===== src/rtl/riscv_pkg.sv =====
// Shared load/store size encodings (RISC-V funct3) and LSU state type.
package riscv_pkg;

   localparam logic [2:0] LDST_B  = 3'd0;
   localparam logic [2:0] LDST_H  = 3'd1;
   localparam logic [2:0] LDST_W  = 3'd2;
   localparam logic [2:0] LDST_BU = 3'd4;
   localparam logic [2:0] LDST_HU = 3'd5;

   typedef enum logic [1:0] {
      IDLE,
      WAIT,
      DONE
   } lsu_state_t;

endpackage


===== src/rtl/riscv_lsu_if.sv =====
// Core-side and memory-side signals of the load/store unit.
interface riscv_lsu_if;

   logic        core_req_i;
   logic        core_we_i;
   logic [2:0]  core_size_i;
   logic [31:0] core_addr_i;
   logic [31:0] core_wd_i;
   logic [31:0] core_rd_o;
   logic        core_stall_o;
   logic        core_misalign_o;
   logic        mem_req_o;
   logic        mem_we_o;
   logic [3:0]  mem_be_o;
   logic [31:0] mem_addr_o;
   logic [31:0] mem_wd_o;
   logic [31:0] mem_rd_i;
   logic        mem_ready_i;

   // LSU view
   modport slave (
      input  core_req_i, core_we_i, core_size_i, core_addr_i, core_wd_i,
      input  mem_rd_i, mem_ready_i,
      output core_rd_o, core_stall_o, core_misalign_o,
      output mem_req_o, mem_we_o, mem_be_o, mem_addr_o, mem_wd_o
   );

   // Environment view: core plus data memory
   modport master (
      output core_req_i, core_we_i, core_size_i, core_addr_i, core_wd_i,
      output mem_rd_i, mem_ready_i,
      input  core_rd_o, core_stall_o, core_misalign_o,
      input  mem_req_o, mem_we_o, mem_be_o, mem_addr_o, mem_wd_o
   );

endinterface


===== src/rtl/riscv_lsu_extract.sv =====
// Selects the addressed byte/half of a memory word and sign- or zero-extends it.
module riscv_lsu_extract
   import riscv_pkg::*;
(
   input  logic [31:0] word,
   input  logic [1:0]  offset,
   input  logic [2:0]  size,
   output logic [31:0] data
);

   logic [7:0]  byte_v;
   logic [15:0] half_v;

   always_comb begin
      byte_v = word[8*offset +: 8];
      half_v = offset[1] ? word[31:16] : word[15:0];
      data   = word;
      case (size)
         LDST_B:  data = {{24{byte_v[7]}}, byte_v};
         LDST_BU: data = {24'd0, byte_v};
         LDST_H:  data = {{16{half_v[15]}}, half_v};
         LDST_HU: data = {16'd0, half_v};
         default: data = word;
      endcase
   end

endmodule


===== src/rtl/riscv_lsu.sv =====
// Load/store unit: word-aligned memory handshake with byte enables and load extension.
module riscv_lsu
   import riscv_pkg::*;
(
   input  logic      clk_i,
   input  logic      rst_i,
   riscv_lsu_if.slave bus
);

   lsu_state_t  state_q, state_d;
   logic [31:0] rd_q;
   logic [31:0] rd_ext;
   logic        size_h, size_w, size_bad, bad, accepted, mem_req;
   logic [1:0]  offset;

   assign offset = bus.core_addr_i[1:0];

   riscv_lsu_extract u_extract (
      .word   (rd_q),
      .offset (offset),
      .size   (bus.core_size_i),
      .data   (rd_ext)
   );

   always_comb begin
      size_h   = (bus.core_size_i == LDST_H) || (bus.core_size_i == LDST_HU);
      size_w   = (bus.core_size_i == LDST_W);
      size_bad = (bus.core_size_i == 3'd3) || (bus.core_size_i == 3'd6) ||
                 (bus.core_size_i == 3'd7);
      bad      = bus.core_req_i && (size_bad || (size_h && offset[0]) ||
                                    (size_w && (offset != 2'b00)));
      accepted = bus.core_req_i && !bad;
   end

   always_ff @(posedge clk_i) begin
      if (rst_i) begin
         state_q <= IDLE;
         rd_q    <= '0;
      end else begin
         state_q <= state_d;
         if (mem_req && bus.mem_ready_i)
            rd_q <= bus.mem_rd_i;
      end
   end

   always_comb begin
      state_d = state_q;
      mem_req = 1'b0;
      case (state_q)
         IDLE: begin
            if (accepted) begin
               mem_req = 1'b1;
               state_d = bus.mem_ready_i ? DONE : WAIT;
            end
         end
         WAIT: begin
            mem_req = 1'b1;
            if (bus.mem_ready_i)
               state_d = DONE;
         end
         DONE:    state_d = IDLE;
         default: state_d = IDLE;
      endcase
   end

   always_comb begin
      bus.core_misalign_o = bad;
      bus.core_stall_o    = accepted && (state_q != DONE);
      bus.mem_req_o       = mem_req;
      bus.mem_we_o        = bus.core_we_i && mem_req;
      bus.mem_addr_o      = '0;
      bus.mem_be_o        = '0;
      bus.mem_wd_o        = '0;
      if (mem_req) begin
         bus.mem_addr_o = {bus.core_addr_i[31:2], 2'b00};
         if (size_w) begin
            bus.mem_be_o = 4'b1111;
            bus.mem_wd_o = bus.core_wd_i;
         end else if (size_h) begin
            bus.mem_be_o = 4'b0011 << {offset[1], 1'b0};
            bus.mem_wd_o = {2{bus.core_wd_i[15:0]}};
         end else begin
            bus.mem_be_o = 4'b0001 << offset;
            bus.mem_wd_o = {4{bus.core_wd_i[7:0]}};
         end
      end
      bus.core_rd_o = (state_q == DONE && !bus.core_we_i) ? rd_ext : '0;
   end

endmodule

===== src/flat_wrapper.sv =====
// flat-port wrapper written by rule: the top's interface ports become plain ports
module riscv_lsu_flat import riscv_pkg::*;
  (clk_i, rst_i, bus_core_req_i, bus_core_we_i, bus_core_size_i, bus_core_addr_i, bus_core_wd_i, bus_mem_rd_i, bus_mem_ready_i, bus_core_rd_o, bus_core_stall_o, bus_core_misalign_o, bus_mem_req_o, bus_mem_we_o, bus_mem_be_o, bus_mem_addr_o, bus_mem_wd_o);
  riscv_lsu_if bus_i ();
  input  logic clk_i;
  input  logic rst_i;
  input wire logic [$bits(bus_i.core_req_i)-1:0] bus_core_req_i;
  input wire logic [$bits(bus_i.core_we_i)-1:0] bus_core_we_i;
  input wire logic [$bits(bus_i.core_size_i)-1:0] bus_core_size_i;
  input wire logic [$bits(bus_i.core_addr_i)-1:0] bus_core_addr_i;
  input wire logic [$bits(bus_i.core_wd_i)-1:0] bus_core_wd_i;
  input wire logic [$bits(bus_i.mem_rd_i)-1:0] bus_mem_rd_i;
  input wire logic [$bits(bus_i.mem_ready_i)-1:0] bus_mem_ready_i;
  output wire logic [$bits(bus_i.core_rd_o)-1:0] bus_core_rd_o;
  output wire logic [$bits(bus_i.core_stall_o)-1:0] bus_core_stall_o;
  output wire logic [$bits(bus_i.core_misalign_o)-1:0] bus_core_misalign_o;
  output wire logic [$bits(bus_i.mem_req_o)-1:0] bus_mem_req_o;
  output wire logic [$bits(bus_i.mem_we_o)-1:0] bus_mem_we_o;
  output wire logic [$bits(bus_i.mem_be_o)-1:0] bus_mem_be_o;
  output wire logic [$bits(bus_i.mem_addr_o)-1:0] bus_mem_addr_o;
  output wire logic [$bits(bus_i.mem_wd_o)-1:0] bus_mem_wd_o;
  assign bus_i.core_req_i = bus_core_req_i;
  assign bus_i.core_we_i = bus_core_we_i;
  assign bus_i.core_size_i = bus_core_size_i;
  assign bus_i.core_addr_i = bus_core_addr_i;
  assign bus_i.core_wd_i = bus_core_wd_i;
  assign bus_i.mem_rd_i = bus_mem_rd_i;
  assign bus_i.mem_ready_i = bus_mem_ready_i;
  assign bus_core_rd_o = bus_i.core_rd_o;
  assign bus_core_stall_o = bus_i.core_stall_o;
  assign bus_core_misalign_o = bus_i.core_misalign_o;
  assign bus_mem_req_o = bus_i.mem_req_o;
  assign bus_mem_we_o = bus_i.mem_we_o;
  assign bus_mem_be_o = bus_i.mem_be_o;
  assign bus_mem_addr_o = bus_i.mem_addr_o;
  assign bus_mem_wd_o = bus_i.mem_wd_o;
  riscv_lsu u_core (.clk_i(clk_i), .rst_i(rst_i), .bus(bus_i));
endmodule

===== config.mk =====
export PLATFORM = sky130hd
export DESIGN_NAME = riscv_lsu_flat
export DESIGN_NICKNAME = d
export VERILOG_FILES = /design/src/rtl/riscv_pkg.sv /design/src/rtl/riscv_lsu_if.sv /design/src/rtl/riscv_lsu_extract.sv /design/src/rtl/riscv_lsu.sv /design/src/flat_wrapper.sv
export SDC_FILE = /design/constraint.sdc
export NUM_CORES = 1
export LEC_CHECK = 0
export ABC_AREA = 1
export CORE_UTILIZATION = 37
export CTS_CLUSTER_DIAMETER = 100
export DETAILED_ROUTE_END_ITERATION = 7
export GPL_TIMING_DRIVEN = 0
export PLACE_DENSITY = 0.85
export SLEW_MARGIN = 25
export SYNTH_ARGS = -nofsm -noshare
export SYNTH_HDL_FRONTEND = slang
export SYNTH_SLANG_ARGS = --single-unit

===== constraint.sdc =====
create_clock -name clk_i -period 2.25 [get_ports clk_i]
set_input_delay 0.45 -clock clk_i [delete_from_list [all_inputs] [get_ports clk_i]]
set_output_delay 0.45 -clock clk_i [all_outputs]
set_load 0.02 [all_outputs]

== Yosys cells after proc, flatten, opt, wreduce, memory -nomap -nowiden ==
Index checks and enable logic that the tools add are counted.
Widths: inputs -> output; s select.

* Reduce and logical (&&, ||, !) cells: 19
* Multiplexer cells: 16
* Equality and inequality tests: 12
* Shifts and indexed selects: 3

{| class="wikitable"
|+ Operators with widths
! operator !! count
|-
| $mux 32 || 5
|-
| $pmux 32 s4 || 1
|-
| $shiftx 32x6->8 || 1
|-
| $mux 16 || 1
|-
| $eq 3x3->1 const B || 4
|-
| $mux 4 || 3
|-
| $logic_and 1x1->1 || 8
|-
| $eq 3x2->1 const B || 2
|-
| $mux 2 || 3
|-
| $logic_or 1x1->1 || 5
|-
| $ne 2x2->1 const B || 2
|-
| $pmux 2 s2 || 1
|-
| $shl 1x2->4 const A || 1
|-
| $shl 2x2->4 const A || 1
|-
| $eq 3x1->1 const B || 1
|-
| $logic_not 3->1 || 1
|-
| $eq 2x1->1 const B || 1
|-
| $eq 2x2->1 const B || 1
|-
| $logic_not 1->1 || 2
|-
| $logic_not 2->1 || 1
|-
| $ne 2x1->1 const B || 1
|-
| $pmux 1 s2 || 1
|-
| $reduce_and 2->1 || 1
|-
| $reduce_bool 2->1 || 1
|-
| $mux 1 || 1
|}

* Register bits after elaboration: 34
* Word-level logic and storage cells: 52
* Input bits: 104
* Output and inout bits: 104

== Depth between registers and ports, before layout ==
Gate-level depths: netlist of run 1.

* Depth after elaboration: 11
* Gate-level depth with buffers: 11
* Gate-level depth less buffers: 10

== Hierarchy ==
Synthesis of run 1 repeated with hierarchy kept, for this count alone.

* Cell total of the unflattened synthesis: 710
* Area total of the unflattened synthesis: 3642.2 sq um

{| class="wikitable"
|+ By module, submodules not included
! module !! cells each !! area each (sq um) !! instances !! sequential area each (sq um)
|-
| riscv_lsu || 551 || 2830.2 || 1 || 680.7
|-
| riscv_lsu_extract || 159 || 812.0 || 1 || 0.0
|}

== Least setup slack after synthesis of run 1 ==
Ideal clock, no wire load.

* Kind: input port to output port
* Start point: input bus_core_addr_i[1]
* End point: output bus_mem_be_o[0]
* Arrival time: 1707 ps
* Cell stages on the path: 9
* Path buffers: 2
* Setup slack: 93 ps
* Data required time: 1800 ps
* Cell sequence: buf_2 -> inv_2 -> nand2_1 -> nand2_1 -> nand3_2 -> nand2_4 -> nand2_2 -> buf_2 -> a31oi_1

* Cells in the longest elaborated chain, start to end: 9
* Elaborated cells between the ends (all ways): 13
* Classes of those cells: shift (2); mux (5); reduce/logical (6)

{| class="wikitable"
|+ RTL lines
! item !! line !! text
|-
| start: declaration || flat_wrapper.sv:10 || <nowiki>input wire logic [$bits(bus_i.core_addr_i)-1:0] bus_core_addr_i;</nowiki>
|-
| $reduce_bool 2->1 || riscv_lsu.sv:31 || <nowiki>(size_w && (offset != 2'b00)));</nowiki>
|-
| $logic_and 1x1->1 || riscv_lsu.sv:31 ||
|-
| $logic_or 1x1->1 || riscv_lsu.sv:30 || <nowiki>bad = bus.core_req_i && (size_bad || (size_h && offset[0]) ||</nowiki>
|-
| $logic_and 1x1->1 || riscv_lsu.sv:30 ||
|-
| $logic_not 1->1 || riscv_lsu.sv:32 || <nowiki>accepted = bus.core_req_i && !bad;</nowiki>
|-
| $logic_and 1x1->1 || riscv_lsu.sv:32 ||
|-
| $mux 1 || riscv_lsu.sv:51 || <nowiki>if (accepted) begin</nowiki>
|-
| $pmux 1 s2 || riscv_lsu.sv:49 || <nowiki>case (state_q)</nowiki>
|-
| $mux 4 (*) || riscv_lsu.sv:74 || <nowiki>if (mem_req) begin</nowiki>
|-
| end: declaration || flat_wrapper.sv:19 || <nowiki>output wire logic [$bits(bus_i.mem_be_o)-1:0] bus_mem_be_o;</nowiki>
|}

Mark *: on every way between the ends. The rest lies on a longest branch, timed or not.

== Final worst setup path of run 1 ==
* Start point: input bus_core_size_i[0]
* End point: output bus_mem_wd_o[21]

* Cells in the longest elaborated chain, start to end: 11
* Elaborated cells between the ends (all ways): 20
* Classes of those cells: eq/ne (6); mux (4); reduce/logical (10)

{| class="wikitable"
|+ RTL lines
! item !! line !! text
|-
| start: declaration || flat_wrapper.sv:9 || <nowiki>input wire logic [$bits(bus_i.core_size_i)-1:0] bus_core_size_i;</nowiki>
|-
| $eq 3x2->1 (tied with other cells) || riscv_lsu.sv:28 || <nowiki>size_bad = (bus.core_size_i == 3'd3) || (bus.core_size_i == 3'd6) ||</nowiki>
|-
| $logic_or 1x1->1 (on tied branches) || riscv_lsu.sv:28, riscv_lsu.sv:26 ||
|-
| $logic_or 1x1->1 / $logic_and 1x1->1 (equally long branches) || riscv_lsu.sv:28, riscv_lsu.sv:30 ||
|-
| $logic_or 1x1->1 (2 in a row) || riscv_lsu.sv:30 ||
|-
| $logic_and 1x1->1 || riscv_lsu.sv:30 ||
|-
| $logic_not 1->1 || riscv_lsu.sv:32 ||
|-
| $logic_and 1x1->1 || riscv_lsu.sv:32 ||
|-
| $mux 1 || riscv_lsu.sv:51 ||
|-
| $pmux 1 s2 || riscv_lsu.sv:49 ||
|-
| $mux 32 (*) || riscv_lsu.sv:74 ||
|-
| end: declaration || flat_wrapper.sv:21 || <nowiki>output wire logic [$bits(bus_i.mem_wd_o)-1:0] bus_mem_wd_o;</nowiki>
|}

Marks and branches as above.

==> results of run 1 <==
-- final cells by class --
class / count / area (um2) / share of cell area, %
clock inverters: 1 / 5.00 / 0.0908
well taps: 105 / 131 / 2.38
repair buffers: 225 / 1830 / 33.1
inverters: 160 / 621 / 11.3
plain buffers: 34 / 254 / 4.61
multi-input cells: 397 / 1910 / 34.6
flip-flops and latches: 34 / 681 / 12.4
clock buffers: 7 / 86.3 / 1.57
-- report_power, final --
group / leakage [nW] / switching, mW / total, mW / internal, mW
clock network: 0.0482 / 0.233 / 0.480 / 0.247
logic: 2.79 / 0.514 / 0.916 / 0.402
registers: 0.278 / 0.0271 / 0.667 / 0.640
total: 3.12 / 0.774 / 2.06 / 1.29
-- worst paths after layout --
path,end,slack (ns),cells after the start
max,bus_mem_wd_o[21],0.04,11
min,u_core.rd_q[21],0.53,4
max reg2reg,u_core.rd_q[6],0.73,8
min reg2reg,u_core.rd_q[21],0.53,4
-- routing by layer --
metal | vias to the layer above | GRT usage, % | wire length [um]
met1 | 2096 | 31.2 | 5230
li1 | 2328 | - | -
met2 | 218 | 57.4 | 7340
met5 | - | 0 | 0
met3 | 38 | 6.38 | 1250
met4 | 0 | 12.7 | 509
-- worst reg2reg max path, cell delays in order (launching register included) --
cell,delay [ns]
dfxtp_1,0.42
inv_1,0.17
nand2_8,0.14
buf_4,0.16
nand3_4,0.12
buf_4,0.21
nand2_1,0.08
inv_2,0.04
nor2_1,0.11
-- synth_stat cells (2+ instances only) --
library cell	count	area [um2]
a21oi_1	16	80.1
a31oi_1	4	25.0
buf_1	4	15.0
buf_2	11	55.1
buf_4	4	30.0
buf_6	3	33.8
clkbuf_1	13	48.8
dfxtp_1	34	681
inv_1	124	465
inv_2	36	135
nand2_1	141	529
nand2_2	4	25.0
nand3_1	12	60.1
nand3_2	2	20.0
nand4_1	41	257
nor2_1	142	533
nor2_4	2	22.5
nor3_1	4	20.0
o211ai_1	14	105
o22ai_1	7	43.8
-- what timing repair did --
action,CTS,global route
cloned,3,0
gates resized for setup,445,49
pin swaps,10,8
endpoints found under the setup margin,102,98
setup buffers,11,9
-- logic make-up (layout without fill, tap and decap cells) --
| kind of cell | after synthesis | after routing | share of synthesized area (%) |
|---|---|---|---|
| buffers and inverters | 195 | 427 | 24.2 |
| AOI/OAI and AO/OA | 43 | 43 | 8.24 |
| other | 1 | 2 | 0.116 |
| DFF | 34 | 34 | 21.0 |
| and+or+nand+nor | 351 | 352 | 46.4 |
-- state kept, by name, indices dropped and copies added, names as in the netlist --
signal / count
u_core.rd_q: 32
u_core.state_q: 2
==> impl_metrics.yaml, run 1 <==
synth:
  yosysSeqAreaShare_pct: 21.0
  avgSynthCellArea_um2: 5.19
  synth_area_um2: 3240
  ys_ff_latch: 34
  synthCells: 624
  yosys_warnings: 0
  synthFlopType: "dfxtp_1"
  synth_edf_count: 0
  async_flop_share_pct: 0
  ys_types: 26
run:
  drv_cap: 0
drt:
  wl_per_cell_um: 14.9
  vias_per_cell: 4.86
  vias: 4680
  routed_wl_um: 14300
  drt_iter0_drc: 207
  dr.pass1.iters: 5
  ant_nets: 0
  drc: 0
cells_and_area:
  layout_common_cells: "134 x nor2_1, 132 x nand2_1, 123 x inv_1"
  layout_commonest_cell: "nor2_1"
  nNetsFinal: 961
  drive_above_1_share_pct: 24.9
  fin_cells: 963
  diodes: 0
  fin_util_pct: 66.1
  fill_cells: 752
  postLayoutCellArea_um2: 5510
  area_growth_pct: 70.3
grt:
  track_usage_pct: 30.0
  grt_pass1_wl_um: 21000
  overflow: 0
  grt_pass1_vias: 4373
  grt_max_degree: 11
  antenna_found_initial: 0
clock_network:
  clk_latency_ns: 0.29
  cts_sinks: 34
  clk_pin_slew_worst_paths_ns: 0.08
  h-tree-depth: 2
  cts_tree: "built"
  cts-root-buf: "clkbuf_8"
  clk_path_buf_depth: 2
  numCtsBuffers: 5
  postCtsHoldBufs: 0
setup_path:
  cp-start-kind: "input port"
  worstPathCellList: "clkbuf_4 > inv_2 > buf_6 > nand2_1 > nand2_2 > nand3_4 > nand2_8 > nand2_8 > buf_6 > a21oi_1 > buf_4"
  crit_path_top_delay_cell: "buf_4"
  critPathLaunch: "bus_core_size_i[0]"
  cp.arrival_ns: 1.76
  reg2reg_from: "u_core.state_q[0]"
  path_class: "input port to primary output"
  end_kind: "primary output"
  path_buf_inv: 5
  slowest_delay_ns: 0.17
  crit_fanout: 6
  cp.required_ns: 1.80
  critPathTopFamily: "buffers and inverters"
placed_design:
  port_buffers: 203
  dp_hpwl_um: 11000
  gp_congestion: 0.924
  dp_cells: 933
  dpl_cell_area_um2: 5400
  place_ws_ns: -1.12
sta:
  finalSetupViolations: 0
  setup_slack_ns: 0.0404
  max_freq_mhz: 453
  period_share_pct: 98.2
  hold_violations: 0
  holdWs_ns: 0.531
  clock_skew_ns: 0.00671
  report.final.slew_viol_count: 0
  min_period_ns: 2.21
  rsz0062_at_grt: "true"
  tightestPinTransition_ns: 0.520
  slew_headroom_pct: 65.4
  setup_tns_ns: 0
floorplan:
  core_um2: 8340
  die_w_um: 95.5
  die_area_um2: 9120
  ios: 208
  floorplan.initialDensity_pct: 38.8
  die_h_um: 95.5
  fp-row-count: 33
status:
  outcome: "complete, no violations"
power:
  p_total_mw: 2.06
  power.density_nw_per_um2: 374
  p_leak_nw: 3.12
  ir_worst_vdd_mv: 0.416
hold_path:
  min_path_type: "register to register"
  min_from: "u_core.rd_q[21]"
Power figures use the tool's default switching activity.
==> run 2, diff against run 1 <==
--- a/config.mk
+++ b/config.mk
@@ -9,6 +9,7 @@
 export CORE_UTILIZATION = 37
 export CTS_CLUSTER_DIAMETER = 100
 export DETAILED_ROUTE_END_ITERATION = 7
+export GPL_ROUTABILITY_DRIVEN = 0
 export GPL_TIMING_DRIVEN = 0
 export PLACE_DENSITY = 0.85
 export SLEW_MARGIN = 25
==> impl_metrics.yaml, run 2 (synthesis gave the netlist of run 1 again) <==
status:
  outcome: "complete, no violations"
setup_path:
  cp.required_ns: 1.80
  rr_worst_depth: 5
  critPathLaunch: "bus_core_size_i[0]"
  crit_fanout: 10
  end_kind: "primary output"
  cp.arrival_ns: 1.77
  reg2reg_from: "u_core.state_q[1]"
  cp-start-kind: "input port"
  path_class: "input port to primary output"
cells_and_area:
  regArea_um2: 683
  largest_reg_flops: 32
  layout_commonest_cell: "nand2_1"
  regMostFlops: "u_core.rd_q"
  multi_input_area_um2: 1910
  diodes: 0
  nNetsFinal: 952
  top_regs: "u_core.rd_q (32), u_core.state_q (2)"
  layout_common_cells: "134 x nand2_1, 130 x nor2_1, 122 x inv_1"
  fill_cells: 777
  drive_above_1_share_pct: 24.6
  area_growth_pct: 68.8
sta:
  rsz0062_at_grt: "true"
  report.final.slew_viol_count: 0
  tightestPinTransition_ns: 0.513
  min_period_ns: 2.22
  setup_slack_ns: 0.0301
  slew_headroom_pct: 65.8
  finalSetupViolations: 0
  hold_violations: 0
  period_share_pct: 98.7
  max_freq_mhz: 450
  clock_skew_ns: 0.00686
  setup_tns_ns: 0
power:
  p_total_mw: 2.05
  p_leak_nw: 3.08
  power.density_nw_per_um2: 376
  ir_worst_vdd_mv: 0.288
floorplan:
  die_w_um: 95.5
  die_h_um: 95.5
  ios: 208
  fp-row-count: 33
  core_um2: 8340
  floorplan.initialDensity_pct: 38.8
  die_area_um2: 9120
grt:
  antenna_found_initial: 0
  grt_pass1_vias: 4449
  track_usage_pct: 29.9
  grt_max_degree: 11
  grt_pass1_wl_um: 21000
  overflow: 0
drt:
  vias_per_cell: 4.97
  drt_iter0_drc: 300
  drc: 0
  routed_wl_um: 14100
  vias: 4738
  ant_nets: 0
  dr.pass1.iters: 8
  wl_per_cell_um: 14.8
placed_design:
  dp_hpwl_um: 10800
  port_buffers: 203
  place_ws_ns: -1.10
clock_network:
  numCtsBuffers: 5
  clk_pin_slew_worst_paths_ns: 0.06
  cts_sinks: 34
  cts_tree: "built"
  clk_latency_ns: 0.29
  cts-root-buf: "clkbuf_8"
  h-tree-depth: 2
  clk_path_buf_depth: 2
hold_path:
  hold_depth: 4
  min_from: "u_core.rd_q[2]"
  min_path_type: "register to register"
run:
  drv_cap: 0
==> run 2: cell types whose count changed in the layout (fill, tap and decap cells not counted), sizes merged <==
cell           previous run  this run
buf                     129       118
clkbuf                   24        26
clkdlybuf4s15             7         9
clkinv                    2         1
dlygate4sd2              11        10
inv                     159       160
nand2                   147       146
==> run 2: through the flow <==
step           instances  hold slack (ns)  cell area, um2  util (%)
6_report             954            0.524            5460      65.5
5_1_grt              954            0.557            5460      65.5
3_5_place_dp         933            0.511            5400      64.8
3_3_place_gp         933            0.505            5400      64.8
4_1_cts              952            0.524            5450      65.3
2_1_floorplan        625            0.492            3240         -
==> run 2: path summary, 6_finish.rpt <==
path / to / slack, ns
hold / removal: u_core.rd_q[2] / 0.52
setup reg to reg: u_core.rd_q[0] / 0.80
setup / recovery: bus_mem_wd_o[3] / 0.03
hold reg to reg: u_core.rd_q[2] / 0.52
==> run 2: routing by layer <==
| metal | global-route usage [%] | up-vias | share of wire [%] |
|---|---|---|---|
| li1 | - | 2312 | - |
| met1 | 31.7 | 2104 | 35 |
| met2 | 54.8 | 258 | 50 |
| met3 | 6.54 | 64 | 10 |
| met4 | 15.5 | 0 | 4.8 |
| met5 | 0 | - | 0 |
==> run 2: timing repair <==
| action | 4_1_cts | 5_1_grt |
|---|---|---|
| pin swaps | 11 | 5 |
| hold buffers | 0 | 0 |
| gates resized for setup | 416 | 77 |
| buffers inserted | 11 | 3 |
| gates cloned | 0 | 0 |
| setup endpoints to repair | 102 | 88 |
==> run 2: worst max-delay path, stage by stage <==
cell and delay, ns:
buf_4 0.14, inv_4 0.07, buf_6 0.09, nand2_1 0.07
nand2_2 0.10, nand3_4 0.10, nand2_4 0.11, nand2_8 0.10
buf_8 0.16, buf_12 0.15, nor2_2 0.09, buf_4 0.15
==> run 2: cell type report <==
cell class / instances / share of cell area [%]
multi-input cells: 396 / 35.1
repair buffers: 217 / 32.5
clock inverters: 1 / 0.0917
clock buffers: 7 / 1.58
flip-flops and latches: 34 / 12.5
inverters: 160 / 11.2
well taps: 105 / 2.41
plain buffers: 34 / 4.65
==> run 2: where the power goes <==
group          total [mW]  internal [mW]  switching [mW]
clock               0.470          0.247           0.224
combinational       0.913          0.400           0.514
sequential          0.668          0.641          0.0272
